**src/rtl/seg_pkg.sv**
```systemverilog
// Shared types and constants for the 7-segment display path.
package seg_pkg;

    typedef enum logic [1:0] {
        IDLE  = 2'd0,
        SHOW  = 2'd1,
        BLANK = 2'd2
    } state_t;

    // Entry n is the a..g pattern (bit 0 = a) for hex digit n.
    localparam logic [15:0][6:0] SEG_TABLE = {
        7'h71, 7'h79, 7'h5E, 7'h39, 7'h7C, 7'h77, 7'h6F, 7'h7F,
        7'h07, 7'h7D, 7'h6D, 7'h66, 7'h4F, 7'h5B, 7'h06, 7'h3F
    };

    localparam logic [6:0] SEG_BLANK = 7'h00;

endpackage

```
**src/rtl/hex_to_seg7.sv**
```systemverilog
// Combinational hex nibble to active-high 7-segment pattern decoder.
module hex_to_seg7
    import seg_pkg::*;
(
    input  logic [3:0] hex,
    output logic [6:0] seg
);

    assign seg = SEG_TABLE[hex];

endmodule

```
**src/rtl/seg_display_scheduler.sv**
```systemverilog
// Round-robin time-sharing of one 7-segment digit between NUM_REQ status requesters:
// grant, show for a dwell period, blank for a gap, then return to idle.
module seg_display_scheduler
    import seg_pkg::*;
#(
    parameter int NUM_REQ      = 4,
    parameter int DWELL_CYCLES = 1024,
    parameter int BLANK_CYCLES = 2
) (
    input  logic                       clk,
    input  logic                       rst,
    input  logic [NUM_REQ-1:0]         req,
    input  logic [4*NUM_REQ-1:0]       data,
    output logic [NUM_REQ-1:0]         ack,
    output logic [6:0]                 segments,
    output logic                       busy,
    output logic [$clog2(NUM_REQ)-1:0] cur_id
);

    localparam int IW = $clog2(NUM_REQ);
    localparam int DW = (DWELL_CYCLES > 1) ? $clog2(DWELL_CYCLES) : 1;
    localparam int BW = (BLANK_CYCLES > 1) ? $clog2(BLANK_CYCLES) : 1;
    localparam logic [DW-1:0] DWELL_LOAD = DW'(DWELL_CYCLES - 1);
    localparam logic [BW-1:0] BLANK_LOAD = BW'((BLANK_CYCLES > 0) ? BLANK_CYCLES - 1 : 0);
    localparam logic [IW-1:0] LAST_ID    = IW'(NUM_REQ - 1);

    state_t             state_q, state_d;
    logic [DW-1:0]      dwell_cnt_q, dwell_cnt_d;
    logic [BW-1:0]      blank_cnt_q, blank_cnt_d;
    logic [IW-1:0]      rr_ptr_q, rr_ptr_d;
    logic [IW-1:0]      cur_id_q, cur_id_d;
    logic [NUM_REQ-1:0] ack_q, ack_d;
    logic [6:0]         seg_q, seg_d;
    logic               busy_q, busy_d;

    logic               pick_found;
    logic [IW-1:0]      pick_id;
    logic [3:0]         pick_nibble;
    logic [6:0]         pick_seg;
    int                 idx;

    // First requesting index at or above rr_ptr, wrapping past the top.
    always_comb begin
        pick_found = 1'b0;
        pick_id    = '0;
        idx        = 0;
        for (int i = 0; i < NUM_REQ; i++) begin
            idx = int'(rr_ptr_q) + i;
            if (idx >= NUM_REQ) begin
                idx = idx - NUM_REQ;
            end
            if (!pick_found && req[idx]) begin
                pick_found = 1'b1;
                pick_id    = IW'(idx);
            end
        end
    end

    assign pick_nibble = data[4*pick_id +: 4];

    hex_to_seg7 u_dec (
        .hex (pick_nibble),
        .seg (pick_seg)
    );

    always_comb begin
        state_d     = state_q;
        dwell_cnt_d = dwell_cnt_q;
        blank_cnt_d = blank_cnt_q;
        rr_ptr_d    = rr_ptr_q;
        cur_id_d    = cur_id_q;
        ack_d       = '0;
        seg_d       = seg_q;
        busy_d      = busy_q;
        case (state_q)
            IDLE: begin
                if (pick_found) begin
                    state_d     = SHOW;
                    ack_d       = NUM_REQ'(1) << pick_id;
                    cur_id_d    = pick_id;
                    seg_d       = pick_seg;
                    busy_d      = 1'b1;
                    dwell_cnt_d = DWELL_LOAD;
                end
            end
            SHOW: begin
                if (dwell_cnt_q == '0) begin
                    rr_ptr_d = (cur_id_q == LAST_ID) ? '0 : cur_id_q + IW'(1);
                    seg_d    = SEG_BLANK;
                    if (BLANK_CYCLES > 0) begin
                        state_d     = BLANK;
                        blank_cnt_d = BLANK_LOAD;
                    end else begin
                        state_d = IDLE;
                        busy_d  = 1'b0;
                    end
                end else begin
                    dwell_cnt_d = dwell_cnt_q - DW'(1);
                end
            end
            BLANK: begin
                if (blank_cnt_q == '0) begin
                    state_d = IDLE;
                    busy_d  = 1'b0;
                end else begin
                    blank_cnt_d = blank_cnt_q - BW'(1);
                end
            end
            default: begin
                state_d = IDLE;
                seg_d   = SEG_BLANK;
                busy_d  = 1'b0;
            end
        endcase
    end

    always_ff @(posedge clk or negedge rst) begin
        if (!rst) begin
            state_q     <= IDLE;
            dwell_cnt_q <= '0;
            blank_cnt_q <= '0;
            rr_ptr_q    <= '0;
            cur_id_q    <= '0;
            ack_q       <= '0;
            seg_q       <= SEG_BLANK;
            busy_q      <= 1'b0;
        end else begin
            state_q     <= state_d;
            dwell_cnt_q <= dwell_cnt_d;
            blank_cnt_q <= blank_cnt_d;
            rr_ptr_q    <= rr_ptr_d;
            cur_id_q    <= cur_id_d;
            ack_q       <= ack_d;
            seg_q       <= seg_d;
            busy_q      <= busy_d;
        end
    end

    assign ack      = ack_q;
    assign segments = seg_q;
    assign busy     = busy_q;
    assign cur_id   = cur_id_q;

endmodule

```
**config.mk**
```make
export PLATFORM = sky130hd
export DESIGN_NAME = seg_display_scheduler
export DESIGN_NICKNAME = d
export VERILOG_FILES = /design/src/rtl/seg_pkg.sv /design/src/rtl/hex_to_seg7.sv /design/src/rtl/seg_display_scheduler.sv
export SDC_FILE = /design/constraint.sdc
export NUM_CORES = 1
export LEC_CHECK = 0
export ABC_AREA = 0
export CELL_PAD_IN_SITES_DETAIL_PLACEMENT = 0
export CELL_PAD_IN_SITES_GLOBAL_PLACEMENT = 1
export CORE_MARGIN = 5
export CORE_UTILIZATION = 42
export CTS_CLUSTER_SIZE = 10
export DETAILED_ROUTE_END_ITERATION = 10
export PLACE_DENSITY_LB_ADDON = 0.25
export SLEW_MARGIN = 20
export SYNTH_ARGS = -nofsm -noshare
export SYNTH_HDL_FRONTEND = slang
export SYNTH_SLANG_ARGS = --single-unit
```
**constraint.sdc**
```tcl
create_clock -name clk -period 8 [get_ports clk]
set_input_delay 2 -clock clk [delete_from_list [all_inputs] [get_ports clk]]
set_output_delay 2 -clock clk [all_outputs]
set_load 0.05 [all_outputs]
```
After elaboration in Yosys (flattened, before gate mapping) --
Memories as Yosys holds them, arrays and structs flattened. Index checks and enable logic that the tools add are counted. Widths: inputs -> output; s select.
Word-level totals: bits in registers 29, bits in latches 0, bits in writable memories 0, ROM bits 112, input bits 22, output and inout bits 14, logic and storage cells 100, memories kept 1
Operators by class: $add $sub $neg 10, multiply operators 0, divide/modulo/power cells 0, magnitude comparators 9, eq/ne operators 7, shifts and indexed selects 2, muxes and demuxes 44, bitwise gates (word level) 2, reduce and logical (&&, ||, !) cells 17
Memories:
- (name not given) | words 16, bits a word 7, rd ports 1, clocked after memory_dff 0, wr ports 0, RTL line hex_to_seg7.sv:9 | assign seg = SEG_TABLE[hex];
Operators with widths (count):
- $lt 32x4->1 const B | 4
- $mux 32 | 4
- $mux 7 | 3
- $pmux 7 s3 | 1
- $mux 10 | 2
- $pmux 10 s2 | 1
- $mux 1 | 16
- $mux 2 | 8
- $shiftx 16x5->4 | 1
- $reduce_and 3->1 | 4
- $sub 3x3->4 const B | 3
- $logic_not 10->1 | 1
- $sub 10x1->10 const B | 1
- $ge 3x3->1 const B | 3
- $bmux 1 s2 | 4
- $mux 4 | 2
- $ne 2x2->1 const B | 4
- $add 2x2->3 const B | 2
- $pmux 2 s3 | 1
- $reduce_and 2->1 | 3
- $lt 4x5->1 const B | 1
- $eq 2x2->1 const B | 2
- $reduce_bool 2->1 | 2
- $shl 1x2->4 const A | 1
- 12 further kinds | 17

Logic depth before layout (Yosys ltp) --
Gate-level depths: netlist of the first run.
depth in word-level cells 20, depth in mapped cells 12, gate-level depth less buffers 11

Hierarchy --
From an unflattened synthesis of the first run, not the netlist that was laid out.
Second synthesis, totals: cell total of the unflattened synthesis 174, area total of the unflattened synthesis 1744.2 um^2
By module, submodules not included:
- seg_display_scheduler | times used 1, cells each 141, area an instance 1453.9 um^2, seq. area each 725.7 um^2
- hex_to_seg7 | times used 1, cells each 33, area an instance 290.3 um^2, seq. area each 0.0 um^2

Worst setup path before layout of the first run --
No wires, ideal clock.
path kind in2reg, from input req[2], to register seg_q[6], in the netlist segments[6], setup time 0.065 ns, arrival time 4.269 ns, data required time 7.935 ns, path slack 3.666 ns, stages on the path 11, buffers on the path 1, cells stage by stage nor2b_2 > or4b_4 > buf_6 > nand2_2 > mux2i_1 > mux2i_2 > inv_1 > ha_1 > mux2_1 > a221oi_2 > a21o_1
On the way: longest elaborated chain between the ends 18, elaborated cells on any way between the ends 33, those cells by class 1 x eq/ne; 1 x shift; 23 x mux; 7 x reduce/logical; 1 x memory
Ends and longest elaborated chain:
- start, declared | RTL line seg_display_scheduler.sv:12 | input logic [NUM_REQ-1:0] req,
- $bmux 1 s2 | RTL line seg_display_scheduler.sv:52 | if (!pick_found && req[idx]) begin
- $mux 1 (not written as such) (2 in a row) | RTL line seg_display_scheduler.sv:52
- $mux 1 | RTL line seg_display_scheduler.sv:52
- $logic_not 1->1 | RTL line seg_display_scheduler.sv:52
- $logic_and 1x1->1 | RTL line seg_display_scheduler.sv:52
- $mux 1 | RTL line seg_display_scheduler.sv:52
- $logic_not 1->1 | RTL line seg_display_scheduler.sv:52
- $logic_and 1x1->1 | RTL line seg_display_scheduler.sv:52
- $mux 1 | RTL line seg_display_scheduler.sv:52
- $logic_not 1->1 | RTL line seg_display_scheduler.sv:52
- $logic_and 1x1->1 | RTL line seg_display_scheduler.sv:52
- $mux 2 | RTL line seg_display_scheduler.sv:52
- $shiftx 16x5->4 | RTL line seg_display_scheduler.sv:59 | assign pick_nibble = data[4*pick_id +: 4];
- $mem_v2 16x7
- $mux 7 (not written as such) | RTL line hex_to_seg7.sv:9
- $mux 7 | RTL line seg_display_scheduler.sv:77 | if (pick_found) begin
- $pmux 7 s3 | RTL line seg_display_scheduler.sv:75 | case (state_q)
- end signal, assigned | RTL line seg_display_scheduler.sv:134 | seg_q <= seg_d;
- end, declared | RTL line seg_display_scheduler.sv:33 | logic [6:0] seg_q, seg_d;
Parallel ways exist; a longest one is shown, timed or not. The select of a mux whose other input is x is not followed. A chain may end at the register's enable or synchronous reset.

Final worst setup path of the first run --
from input req[0], to register seg_q[6], in the netlist segments[6]
The elaborated chain is that of the path after synthesis.

==> results summary, run 1 <==
The maximum number of pins on one net before global-route repair is 30. The sum of negative setup slack is 0 ns. The total power density per cell area is ~210 mW/mm^2. The actual transition at the worst max-transition pin came out at 0.7468 ns. The mean instance size in the synthesized netlist came out at between 9 and 10 um^2. The leakage power of the design is about 0.95 nW.

The final core area utilization came out at 55.60%. Following the worst setup path forward leads to its endpoint at segments[6]$_DFFE_PN0P_. The clock insertion delay at the later pin of the skew report is approximately 0.28 ns. The fraction of synthesized area in multiplexers came out at under 10%. Setup repair after global routing left no endpoint under its margin.

The gate count after technology mapping is 189. The maximum fanout along the worst path came out at 7. The remaining max-slew budget at the tightest pin came out at between 40% and 50%. The top-level I/O count is 36. The average detailed-routed wire length per instance is approximately 15 um. STA classifies the critical path endpoint as a register.

For this design, the slowest cell found on the critical path is sky130_fd_sc_hd__or4_1. TritonCTS built the clock tree. The total routed wirelength is about 4200 um. The number of input and output port buffers inserted is 35. The largest vdd supply drop came out at between 0.1 and 0.15 mV. The maximum single-stage delay on the critical path is ~0.61 ns. Dividing the detail-routed via count by the number of cells gives between 5 and 6. The post-synthesis share of cell area spent on xor and xnor gates is 3.417%. The unique cell type count in the Yosys netlist came out at 55. The first-pass iteration count of the detailed router came out at 4.

The number of hold-slack violations in the final timing report is 0. The proportion of synthesized chip area in sequential cells is between 40% and 50%. Grouping stages by cell kind, the critical path spends the most delay in simple AND/OR/NAND/NOR gates. The count of synthesis-stage warnings from yosys is 0. The flow ran to the end, and the final reports show no timing, DRC or antenna violations. The post-route antenna net violation count is 0. The clock transition at the register clock pins on the worst setup and hold paths after CTS came out at roughly 0.06 ns. The worst flop-to-flop path startpoint is rr_ptr_q[1]$_DFFE_PN0P_. The antenna diode count came out at 0. The placed wire-length estimate after detailed placement came out at approximately 3200 um.

The setup clock skew after layout came out at between 0.005 and 0.006 ns. The depth of the CTS H-tree came out at 2. The post-cts hold buffer count is 0. The critical path arrival is about 5 ns. The final weighted congestion in routability-driven placement is slightly below 0.9. The number of inserted filler cells in the final layout came out at between 300 and 400. The setup fix buffers added after clock tree synthesis came out at 0. The total count of max-transition violations in the final report came out at 0. The count of maximum capacitance violations is 0. The total overflow left after global routing is 0. The effective utilization at floorplan is 44.22%. By area, the combinational part of the netlist is dominated by simple AND/OR/NAND/NOR gates. The violation count after the first detailed-routing iteration is between 50 and 60. The first-pass GRT wire length came out at 6768 um. The ratio of final minimum period to clock period came out at 59.42%. The overall global routing resource usage is 15.97%. The area of the placeable core is between 0.004 and 0.005 mm^2. The initial antenna violation count was 0. The number of storage elements in the synthesis netlist is 29. From synthesis to final layout, the design area changed by 25.73%.

The depth of the worst register-to-register path is 9. The number of buffers and inverters on the critical path is 2. The most used flip-flop cell after synthesis is sky130_fd_sc_hd__dfrtp_1.

The synthesized net count came out at 219. Setup violations remaining at the end of the flow were counted as 0. In the synthesized netlist the async set-or-reset flop fraction comes to 100.0%. Clock tree synthesis selected as its root buffer the cell sky130_fd_sc_hd__clkbuf_8. The number of flops mapped to enable cells by yosys is 0. The via count of the first global-routing pass came out at approximately 1,500. The path category of the worst min-delay check is reg -> reg. Traced cell by cell, the critical path runs through clkdlybuf4s50_1 > nor2b_1 > or4_1 > nand2_2 > mux2i_1 > mux2i_1 > inv_2 > ha_1 > mux2_1 > a221oi_2 > a21o_1. The launching element type of the critical path is an input pin. The CTS sink count came out at 29. The worst reg-to-reg setup slack is 5.06 ns.

The width of the die came out at approximately 75 um. The area fraction of the dominant cell type after synthesis is between 40% and 50%. Timing would allow up to between 200 and 250 MHz. The worst setup path is of the in -> reg kind. The number of rows created at floorplan came out at 23. The simple-gate share of the synthesized area is between 20 and 25%. In this run the critical register-to-register path is captured at segments[6]$_DFFE_PN0P_.

In the layout the commonest cells are sky130_fd_sc_hd__clkdlybuf4s50_1 (35), sky130_fd_sc_hd__dfrtp_1 (29), sky130_fd_sc_hd__nand2_1 (23), sky130_fd_sc_hd__nor2_1 (19), sky130_fd_sc_hd__mux2i_1 (9). In the routed design, unresolved DRC markers number 0. The vertical die dimension came out at approximately 75 um. The post-synth design cell area is 0.001794 mm^2. The number of nets in the final layout is roughly 260. In this run the worst setup path begins at req[0]. After clock tree synthesis, the repair step resized 0 gates. The commonest non-fill, non-tap cell in the layout is sky130_fd_sc_hd__clkdlybuf4s50_1. The number of cells on the critical path came out at 11. The share of final-layout standard cells stronger than drive strength 1 came out at 9.692%. The total via count after detailed routing came out at 1,502. The synthesized-area fraction occupied by ao, oa, aoi and oai cells came out at roughly 16%. STA puts the critical path data required time at just over 8 ns. The adder-cell share of the synthesized area came out at around 5.6%. The area of the die came out at between 0.005 and 0.006 mm^2. By area the synthesized netlist is led by sky130_fd_sc_hd__dfrtp_1 (40%), sky130_fd_sc_hd__ha_1 (5.6%), sky130_fd_sc_hd__mux2i_1 (5.0%).

The maximum root-to-sink buffer count came out at 2. The most frequent cell on the critical path is sky130_fd_sc_hd__mux2i_1. The largest total area in the synthesized netlist belongs to sky130_fd_sc_hd__dfrtp_1. The clock buffer count from CTS came out at 5.

The clock period minus final worst setup slack came out at approximately 4.8 ns.
-- logic make-up after synthesis --
group / Yosys count
flip-flops: 29
multiplexers: 13
AND/OR/NAND/NOR: 81
buffers and inverters: 14
AO/OA/AOI/OAI: 37
adder cells (fa/ha/maj): 8
XOR/XNOR: 7
-- power breakdown --
| group | internal, mW | switching, mW |
|---|---|---|
| clock network | 0.0616 | 0.0517 |
| logic | 0.0683 | 0.101 |
| registers | 0.173 | 0.0220 |
-- tightest hold or removal path: cells and delay by family (launching register included) --
| kind | cells | cell delay [ns] |
|---|---|---|
| AOI/OAI and AO/OA | 1 | 0.06 |
| DFF | 1 | 0.34 |
| and+or+nand+nor | 1 | 0.05 |
-- synth_stat cells, types with 2 or more instances --
library cell and count:
sky130_fd_sc_hd__o21bai_1 2, sky130_fd_sc_hd__o21ai_1 3, sky130_fd_sc_hd__a221oi_1 2, sky130_fd_sc_hd__inv_1 7, sky130_fd_sc_hd__a32oi_2 2, sky130_fd_sc_hd__mux2_2 2
sky130_fd_sc_hd__nand2_1 23, sky130_fd_sc_hd__mux2i_1 9, sky130_fd_sc_hd__o21ai_0 6, sky130_fd_sc_hd__nor3_1 4, sky130_fd_sc_hd__and3_1 3, sky130_fd_sc_hd__nor4_1 4
sky130_fd_sc_hd__dfrtp_1 29, sky130_fd_sc_hd__buf_6 2, sky130_fd_sc_hd__a22o_1 2, sky130_fd_sc_hd__and2_1 2, sky130_fd_sc_hd__nand3_1 7, sky130_fd_sc_hd__ha_1 8
sky130_fd_sc_hd__a21o_1 2, sky130_fd_sc_hd__a21oi_1 3, sky130_fd_sc_hd__xor2_1 4, sky130_fd_sc_hd__a22oi_1 2, sky130_fd_sc_hd__nand2b_1 2, sky130_fd_sc_hd__nand4_1 2
sky130_fd_sc_hd__nor2b_1 4, sky130_fd_sc_hd__nor3b_1 2, sky130_fd_sc_hd__nor2_1 19, sky130_fd_sc_hd__xnor2_1 3, sky130_fd_sc_hd__clkbuf_1 3
-- metrics by stage --
step / cell area [um^2] / cells / power [mW] / setup slack (ns) / hold slack (ns)
2_1_floorplan: 1794 / 189 / 0.3094 / 3.666 / 0.4621
3_3_place_gp: 2176 / 269 / 0.3619 / 3.114 / 0.4712
3_5_place_dp: 2176 / 269 / 0.3682 / 2.928 / 0.4747
4_1_cts: 2256 / 277 / 0.4848 / 3.226 / 0.4882
5_1_grt: 2256 / 277 / 0.5071 / 3.056 / 0.5238
6_report: 2256 / 277 / 0.4781 / 3.247 / 0.4811
-- metal layers --
layer	GRT usage (%)	share of wire, %	up-vias
li1	-	-	749
met1	19.72	46	710
met2	26.17	45	37
met3	4.749	6.9	6
met4	6.408	1.7	0
met5	0	0	-
-- how the worst min path moves through the flow --
stage	slack [ns]	startpoint	depth (start not counted)	end
floorplan	0.46	dwell_cnt_q[0]$_DFFE_PN0P_	1	dwell_cnt_q[0]$_DFFE_PN0P_
global placement	0.47	segments[1]$_DFFE_PN0P_	2	segments[1]$_DFFE_PN0P_
detailed placement	0.47	segments[1]$_DFFE_PN0P_	2	segments[1]$_DFFE_PN0P_
CTS	0.49	segments[3]$_DFFE_PN0P_	2	segments[3]$_DFFE_PN0P_
global route	0.52	segments[5]$_DFFE_PN0P_	2	segments[5]$_DFFE_PN0P_
finish	0.48	segments[1]$_DFFE_PN0P_	2	segments[1]$_DFFE_PN0P_
-- layout make-up --
type / instances / area (um^2) / area share (%)
inverter: 8 / 30.03 / 1.331
multi-input combinational: 146 / 999.7 / 44.32
timing repair buffer: 36 / 357.8 / 15.86
clock buffer: 8 / 80.08 / 3.550
sequential: 29 / 725.7 / 32.17
tap: 50 / 62.56 / 2.773
-- flip-flops by register name, summed over array words and instances (netlist names) --
name / flops
blank_cnt_q: 1
segments: 7
rr_ptr_q: 2
busy: 1
cur_id: 2
dwell_cnt_q: 10
state_q: 2
ack: 4
No activity file was read; power rests on OpenSTA's default activity.
==> run 2: changes to the inputs <==
Settings changed: CORE_UTILIZATION 42 to 39.
Clock period 8 ns to 4.9 ns, I/O delays scaled along.
==> run 2 against run 1 <==
  * Via count increased by 1.7%
  * Critical path depth is the same
  * Sequential power rose by 63%
  * Routed wire length up 0.31%
  * Sequential share of layout area decreased by 0.44 points
  * Cell count rose by 1.1%
  * Worst setup slack worse by 2.3 ns
  * Cell area up 1.4%
  * Largest power group unchanged
==> results summary, run 2 (synthesis results as in run 1) <==
The flip-flop count of the largest register, all copies and words added came out at 10. In this run the worst setup path terminates at segments[6]$_DFFE_PN0P_. The count of maximum capacitance violations is 0.

For the finished layout, the period the worst path requires is approximately 4.0 ns. Buffers inserted during clock tree synthesis total 5. Final hold analysis gives a worst-case slack of 0.4927 ns.

The worst register-to-register path has a depth of 9. The worst register-to-register path ends at segments[6]$_DFFE_PN0P_. The critical path arrival came out at 4.20 ns. The overall global routing resource usage is between 10 and 15%. The number of rows created at floorplan is 24. Summed over all failing endpoints, the final setup total negative slack is 0 ns. The violation count after the first detailed-routing iteration is 73. For this design the top-level I/O count stands at 36.

The kind of end point of the critical path is a register. The maximum fanout along the worst path is 7. The source of the critical timing path is req[0]. The post-cts hold buffer count came out at 0. The setup clock skew after layout came out at 0.009072 ns.

The signal on the critical path passes through clkdlybuf4s50_1 > nor2b_1 > or4_1 > nand2_2 > mux2i_1 > mux2i_2 > inv_1 > ha_1 > mux2_1 > a221oi_2 > a21o_1. The first-pass GRT wire length is a little over 7000 um. The via density per instance came out at 5.454. At the pin with the least slew margin, the transition time is 0.7739 ns. The clock transition at the register clock pins on the worst setup and hold paths after CTS is approximately 0.070 ns. Summing all multi-input logic gate instances after layout gives 999.7 um^2.

The clock insertion delay at the later pin of the skew report came out at between 0.2 and 0.3 ns. The number of nets in the final layout came out at 257. In the final layout, flip-flops and latches occupy a little over 700 um^2. The final core area utilization is between 50% and 60%.

The endpoint required time on the critical path came out at 5.11 ns. The worst flop-to-flop path startpoint is rr_ptr_q[1]$_DFFE_PN0P_. The die is between 70 and 80 um tall. The area of the die came out at ~0.0061 mm^2. The maximum root-to-sink buffer count came out at 2.

The number of inserted filler cells in the final layout is between 400 and 500. The top cell types in the final layout, fill and taps aside, are sky130_fd_sc_hd__clkdlybuf4s50_1 (35), sky130_fd_sc_hd__dfrtp_1 (29), sky130_fd_sc_hd__nand2_1 (23), sky130_fd_sc_hd__nor2_1 (19), sky130_fd_sc_hd__mux2i_1 (9). The average detailed-routed wire length per instance is roughly 15 um. More flip-flops sit in one register than any other, and that register is dwell_cnt_q.

The total routed wirelength came out at roughly 4200 um. The CTS sink count came out at 29. The worst setup path is of the in -> reg kind.

The least setup slack across all paths after layout is about 0.91 ns. The run finished with clean final reports. The number of input and output port buffers inserted is 35. The ratio of final minimum period to clock period is approximately 81%. The effective utilization at floorplan came out at approximately 41%. The via count of the first global-routing pass came to approximately 1,500.

Buffers added to address setup during post-CTS repair amount to 0. The worst reg-to-reg setup slack came out at 1.94 ns. The number of setup violations in the final report is 0. The total power density per cell area came out at about 350 mW/mm^2. On the critical path, the stage with the largest delay is an instance of sky130_fd_sc_hd__or4_1.

The total grt overflow came out at 0. The first detailed-routing pass took 6 iterations. The number of hold-slack violations in the final timing report is 0. The area of the placeable core came out at around 0.0044 mm^2. The post-route total power came out at ~0.81 mW. The post-detailed-route DRC marker count is 0. The final weighted congestion in routability-driven placement is just over 0.8.

The tree is rooted in a sky130_fd_sc_hd__clkbuf_8. The number of antenna diodes in the final layout is 0. Summing over every cut layer, the via total after detailed routing is ~1,500.

The share of final-layout standard cells stronger than drive strength 1 is between 10% and 20%. The worst setup path is launched from an input pin. The width of the die is 77.83 um. The total count of max-transition violations in the final report came out at 0.

The worst pin sits at a relative slew slack of roughly half. Prior to clock tree synthesis, the placed netlist has a worst setup slack of around 0.66 ns. For this design the static power due to leakage is between 0.9 and 1 nW. The placed wire-length estimate after detailed placement came out at approximately 3200 um. TritonCTS built the clock tree.

The path category of the worst min-delay check is reg -> reg. The maximum single-stage delay on the critical path is between 0.6 and 0.7 ns. The highest clock rate came out at 250.6 MHz. Post-CTS repair changed the size of 0 cells. Entering global routing, the biggest net connects 30 pins.

The largest vdd supply drop is slightly below 0.2 mV. The count of nets left with antenna violations once routing finished came out at 0. The growth of design area from synthesis to finish is 27.48%.

The depth of the CTS H-tree is 2. The initial antenna violation count is 0. The commonest non-fill, non-tap cell in the layout is sky130_fd_sc_hd__clkdlybuf4s50_1.

Setup repair after global routing left no endpoint under its margin.
run 2: cell types whose count changed in the layout (fill, tap and decap cells not counted), sizes merged:
cell / delta
buf: +1
clkbuf: -1
clkinv: +1
run 2: layer usage:
metal  track usage, %  part of all wire (%)
met5                0                     0
met4            4.639                   1.1
met3            4.051                   4.9
met2            23.54                    47
met1            18.23                    47
run 2: cell type report:
type,count,area share (%)
well taps,52,2.845
repair buffers,37,15.97
clock buffers,7,4.212
inverters,8,1.313
flip-flops and latches,29,31.73
multi-input cells,146,43.71
clock inverters,1,0.2188
run 2: worst min path at each step:
stage / depth (start not counted) / start / slack [ns] / end
after global routing: 1 / dwell_cnt_q[0]$_DFFE_PN0P_ / 0.53 / dwell_cnt_q[0]$_DFFE_PN0P_
after CTS: 1 / dwell_cnt_q[0]$_DFFE_PN0P_ / 0.49 / dwell_cnt_q[0]$_DFFE_PN0P_
final: 1 / dwell_cnt_q[0]$_DFFE_PN0P_ / 0.49 / dwell_cnt_q[0]$_DFFE_PN0P_
after detailed placement: 1 / segments[6]$_DFFE_PN0P_ / 0.47 / segments[6]$_DFFE_PN0P_
after floorplan: 1 / dwell_cnt_q[0]$_DFFE_PN0P_ / 0.46 / dwell_cnt_q[0]$_DFFE_PN0P_
after global placement: 1 / segments[6]$_DFFE_PN0P_ / 0.47 / segments[6]$_DFFE_PN0P_
run 2: metrics by stage:
| stage | std cells | instance area [um^2] |
|---|---|---|
| global placement | 272 | 2186 |
| global route | 280 | 2287 |
| CTS | 280 | 2287 |
| floorplan | 189 | 1794 |
| detailed placement | 272 | 2186 |
| finish | 280 | 2287 |
run 2: critical path: cells and delay by family:
family | cells | cell delay (ns)
AND/OR/NAND/NOR | 3 | 1.00
buffers and inverters | 2 | 0.63
multiplexers | 3 | 0.75
adder cells (fa/ha/maj) | 1 | 0.24
AO/OA/AOI/OAI | 2 | 0.36
run 2: where the power goes:
part           leakage (nW)  internal, mW  switching, mW  total [mW]
logic                 0.569         0.111          0.163       0.274
clock network        0.0542         0.127         0.0857       0.212
registers             0.341         0.283         0.0362       0.319
==> run 3: changes to the inputs <==
Settings changed: CORE_UTILIZATION 39 to 35.
Clock period 4.9 ns to 3.4 ns, I/O delays scaled along.
==> run 3 against run 2 <==
  * Sequential share of layout area fell by 2.9 points
  * First-iteration DRC count rose by 25%
  * Routed wire length rose by 8.1%
  * Cell area rose by 10%
  * Global-route usage rose by 0.66 points
  * Clock skew barely moved
  * Critical path type unchanged
==> results summary, run 3 (synthesis results as in run 1) <==
The run finished with clean final reports. TritonCTS built the clock tree. The first-pass iteration count of the detailed router is 4. STA classifies the critical path startpoint as an input pin. The highest clock rate is 308.6 MHz. The combinational fraction of design power is roughly 34%. CTS built an H-tree with a depth of 2. The clock transition at the register clock pins on the worst setup and hold paths after CTS is 0.07 ns. The die covers 0.006659 mm^2.

The total count of max-transition violations in the final report is 0. The count of maximum capacitance violations is 0. The maximum number of pins on one net before global-route repair came out at 30. 0 antenna diodes ended up in the layout.

The total routed wirelength came out at roughly 4600 um. The total via count after detailed routing is around 1,600. Counting along the longest clock path gives a buffer depth of 2. The initial antenna violation count came out at 0.

The number of nets in the final layout came out at 283. The ratio of final minimum period to clock period came out at between 90 and 100%. The via density per instance is between 4 and 5. The overall global routing resource usage came out at approximately 15%. For the pin with the worst max-slew slack, the measured transition is 0.7340 ns. The maximum fanout along the worst path is 4. The via count of the first global-routing pass is between 1,500 and 2,000. Buffers placed on the I/O ports in this run total 35.

The largest vdd supply drop is around 0.24 mV. The CTS sink count is 29. The top-level I/O count is 36. The core region is about 0.005 mm^2. The number of cells upsized or downsized after cts is 0. The kind of end point of the critical path is a register.

The growth of design area from synthesis to finish came out at 40.45%. The first-pass GRT wire length came out at 7686 um. The post-cts hold buffer count came out at 0. The violation count after the first detailed-routing iteration came out at 91. The effective utilization at floorplan is 35.58%. The post-route antenna net violation count is 0. The critical path is of the in -> reg type. The final core area utilization is 49.98%. Setup violations remaining at the end of the flow were counted as 0. The post-layout instance count excluding filler cells came out at 324. The final weighted congestion in routability-driven placement came out at around 0.84. The number of hold-slack violations in the final timing report was 0. The buffer cell driving the clock tree root is sky130_fd_sc_hd__clkbuf_8. The switching power is around 0.43 mW.

For the final database, setup skew stands at 0.009515 ns. Data on the critical path is required at its endpoint by between 3 and 4 ns. The source of the critical timing path is req[2]. The post-detailed-route DRC marker count is 0. In this run, flip-flops and latches consume a little over a third of the power.

In this run the critical register-to-register path is launched from rr_ptr_q[1]$_DFFE_PN0P_. In the final layout, the share of cells above drive strength 1 is 20.08%. The vertical die dimension came out at 81.60 um. The clock buffer count from CTS came out at 5.

The path category of the worst min-delay check is reg -> reg. The total grt overflow is 0. The clock insertion delay at the later pin of the skew report is about 0.28 ns. The internal power consumption is approximately 0.83 mW. Setup repair after global routing left no endpoint under its margin. The leakage power of the design came out at about 1.1 nW. The clock period minus final worst setup slack came out at between 3 and 4 ns. The library cell used most frequently in the layout, excluding fill and tap cells, is sky130_fd_sc_hd__clkdlybuf4s50_1. The average detailed-routed wire length per instance is roughly 14 um.

The largest register by flop count is dwell_cnt_q. The critical path arrival is 3.47 ns. The width of the die is 81.60 um.

The remaining max-slew budget at the tightest pin came out at between 50% and 60%. Counting tap cells, the placed design contains a total of roughly 320 instances. Row generation in the floorplan step produced 26 rows. Leaving out fill and tap cells, the most frequent cells in the layout are sky130_fd_sc_hd__clkdlybuf4s50_1 (35), sky130_fd_sc_hd__dfrtp_1 (29), sky130_fd_sc_hd__buf_4 (28), sky130_fd_sc_hd__nand2_1 (23), sky130_fd_sc_hd__nor2_1 (19).

The total power density per cell area came out at about 500 mW/mm^2. The origin of the worst min-delay path is segments[6]$_DFFE_PN0P_. The setup fix buffers added after clock tree synthesis is 0. The register with the most flip-flops in the layout has 10 of them.

Of the total power, the clock network draws 29.5%. The placed wire-length estimate after detailed placement is 3345 um. Net switching is 33.95% of the power.
-- run 3: changes by cell type in the layout (fill, tap and decap cells not counted), sizes merged --
cell	change
buf	+26
clkinv	-1
bufinv	+1
-- run 3: worst paths after layout --
kind / endpoint / depth (start not counted) / slack (ns)
max in group asynchronous: segments[0]$_DFFE_PN0P_ / 2 / 2.16
setup / recovery: segments[6]$_DFFE_PN0P_ / 11 / 0.16
setup reg to reg: segments[6]$_DFFE_PN0P_ / 9 / 0.80
hold / removal: segments[6]$_DFFE_PN0P_ / 1 / 0.47
min in group asynchronous: segments[6]$_DFFE_PN0P_ / 2 / 0.96
hold reg to reg: segments[6]$_DFFE_PN0P_ / 1 / 0.47
-- run 3: metal layers --
metal / vias up / part of all wire (%) / global-route usage [%]
met5: - / 0 / 0
met4: 0 / 1.1 / 4.817
met3: 6 / 6.4 / 3.728
met2: 34 / 47 / 25.81
met1: 720 / 46 / 18.48
li1: 806 / - / -
-- run 3: worst max-delay path: stages --
cell and delay (ns):
sky130_fd_sc_hd__clkdlybuf4s50_1 0.43, sky130_fd_sc_hd__nor2b_2 0.17, sky130_fd_sc_hd__or4b_4 0.54, sky130_fd_sc_hd__nand2_2 0.15, sky130_fd_sc_hd__mux2i_1 0.10, sky130_fd_sc_hd__mux2i_2 0.22, sky130_fd_sc_hd__inv_1 0.12, sky130_fd_sc_hd__ha_1 0.23
sky130_fd_sc_hd__mux2_1 0.31, sky130_fd_sc_hd__a221oi_2 0.24, sky130_fd_sc_hd__a21o_1 0.10
-- run 3: area by class of cell --
class                   instances  area (um^2)
inverters                       8        30.03
well taps                      70        87.58
repair buffers                 63        560.5
multi-input cells             146        999.7
clock buffers                   7        86.33
clock inverters                 1        30.03
flip-flops and latches         29        725.7
fillers                       494         2522
-- run 3: per-stage QoR --
stage / area (um^2) / setup TNS (ns) / hold slack, ns / power, mW / worst slack (ns)
6_report: 2520 / 0 / 0.4748 / 1.263 / 0.1600
5_1_grt: 2520 / 0 / 0.4974 / 1.341 / 0.01287
4_1_cts: 2520 / 0 / 0.4818 / 1.279 / 0.1483
3_5_place_dp: 2404 / -0.3127 / 0.4679 / 0.8934 / -0.1402
3_3_place_gp: 2404 / -0.1447 / 0.4652 / 0.8951 / -0.07257
2_1_floorplan: 1794 / 0 / 0.4621 / 0.7279 / 0.2157
-- run 3: power by group through the flow --
stage / sequential [mW] / clock, mW / combinational (mW)
after CTS: 0.460 / 0.384 / 0.435
after floorplan: 0.552 / 0 / 0.176
after detailed placement: 0.466 / 0 / 0.428
after global routing: 0.470 / 0.397 / 0.474
after global placement: 0.465 / 0 / 0.430
final: 0.459 / 0.372 / 0.432
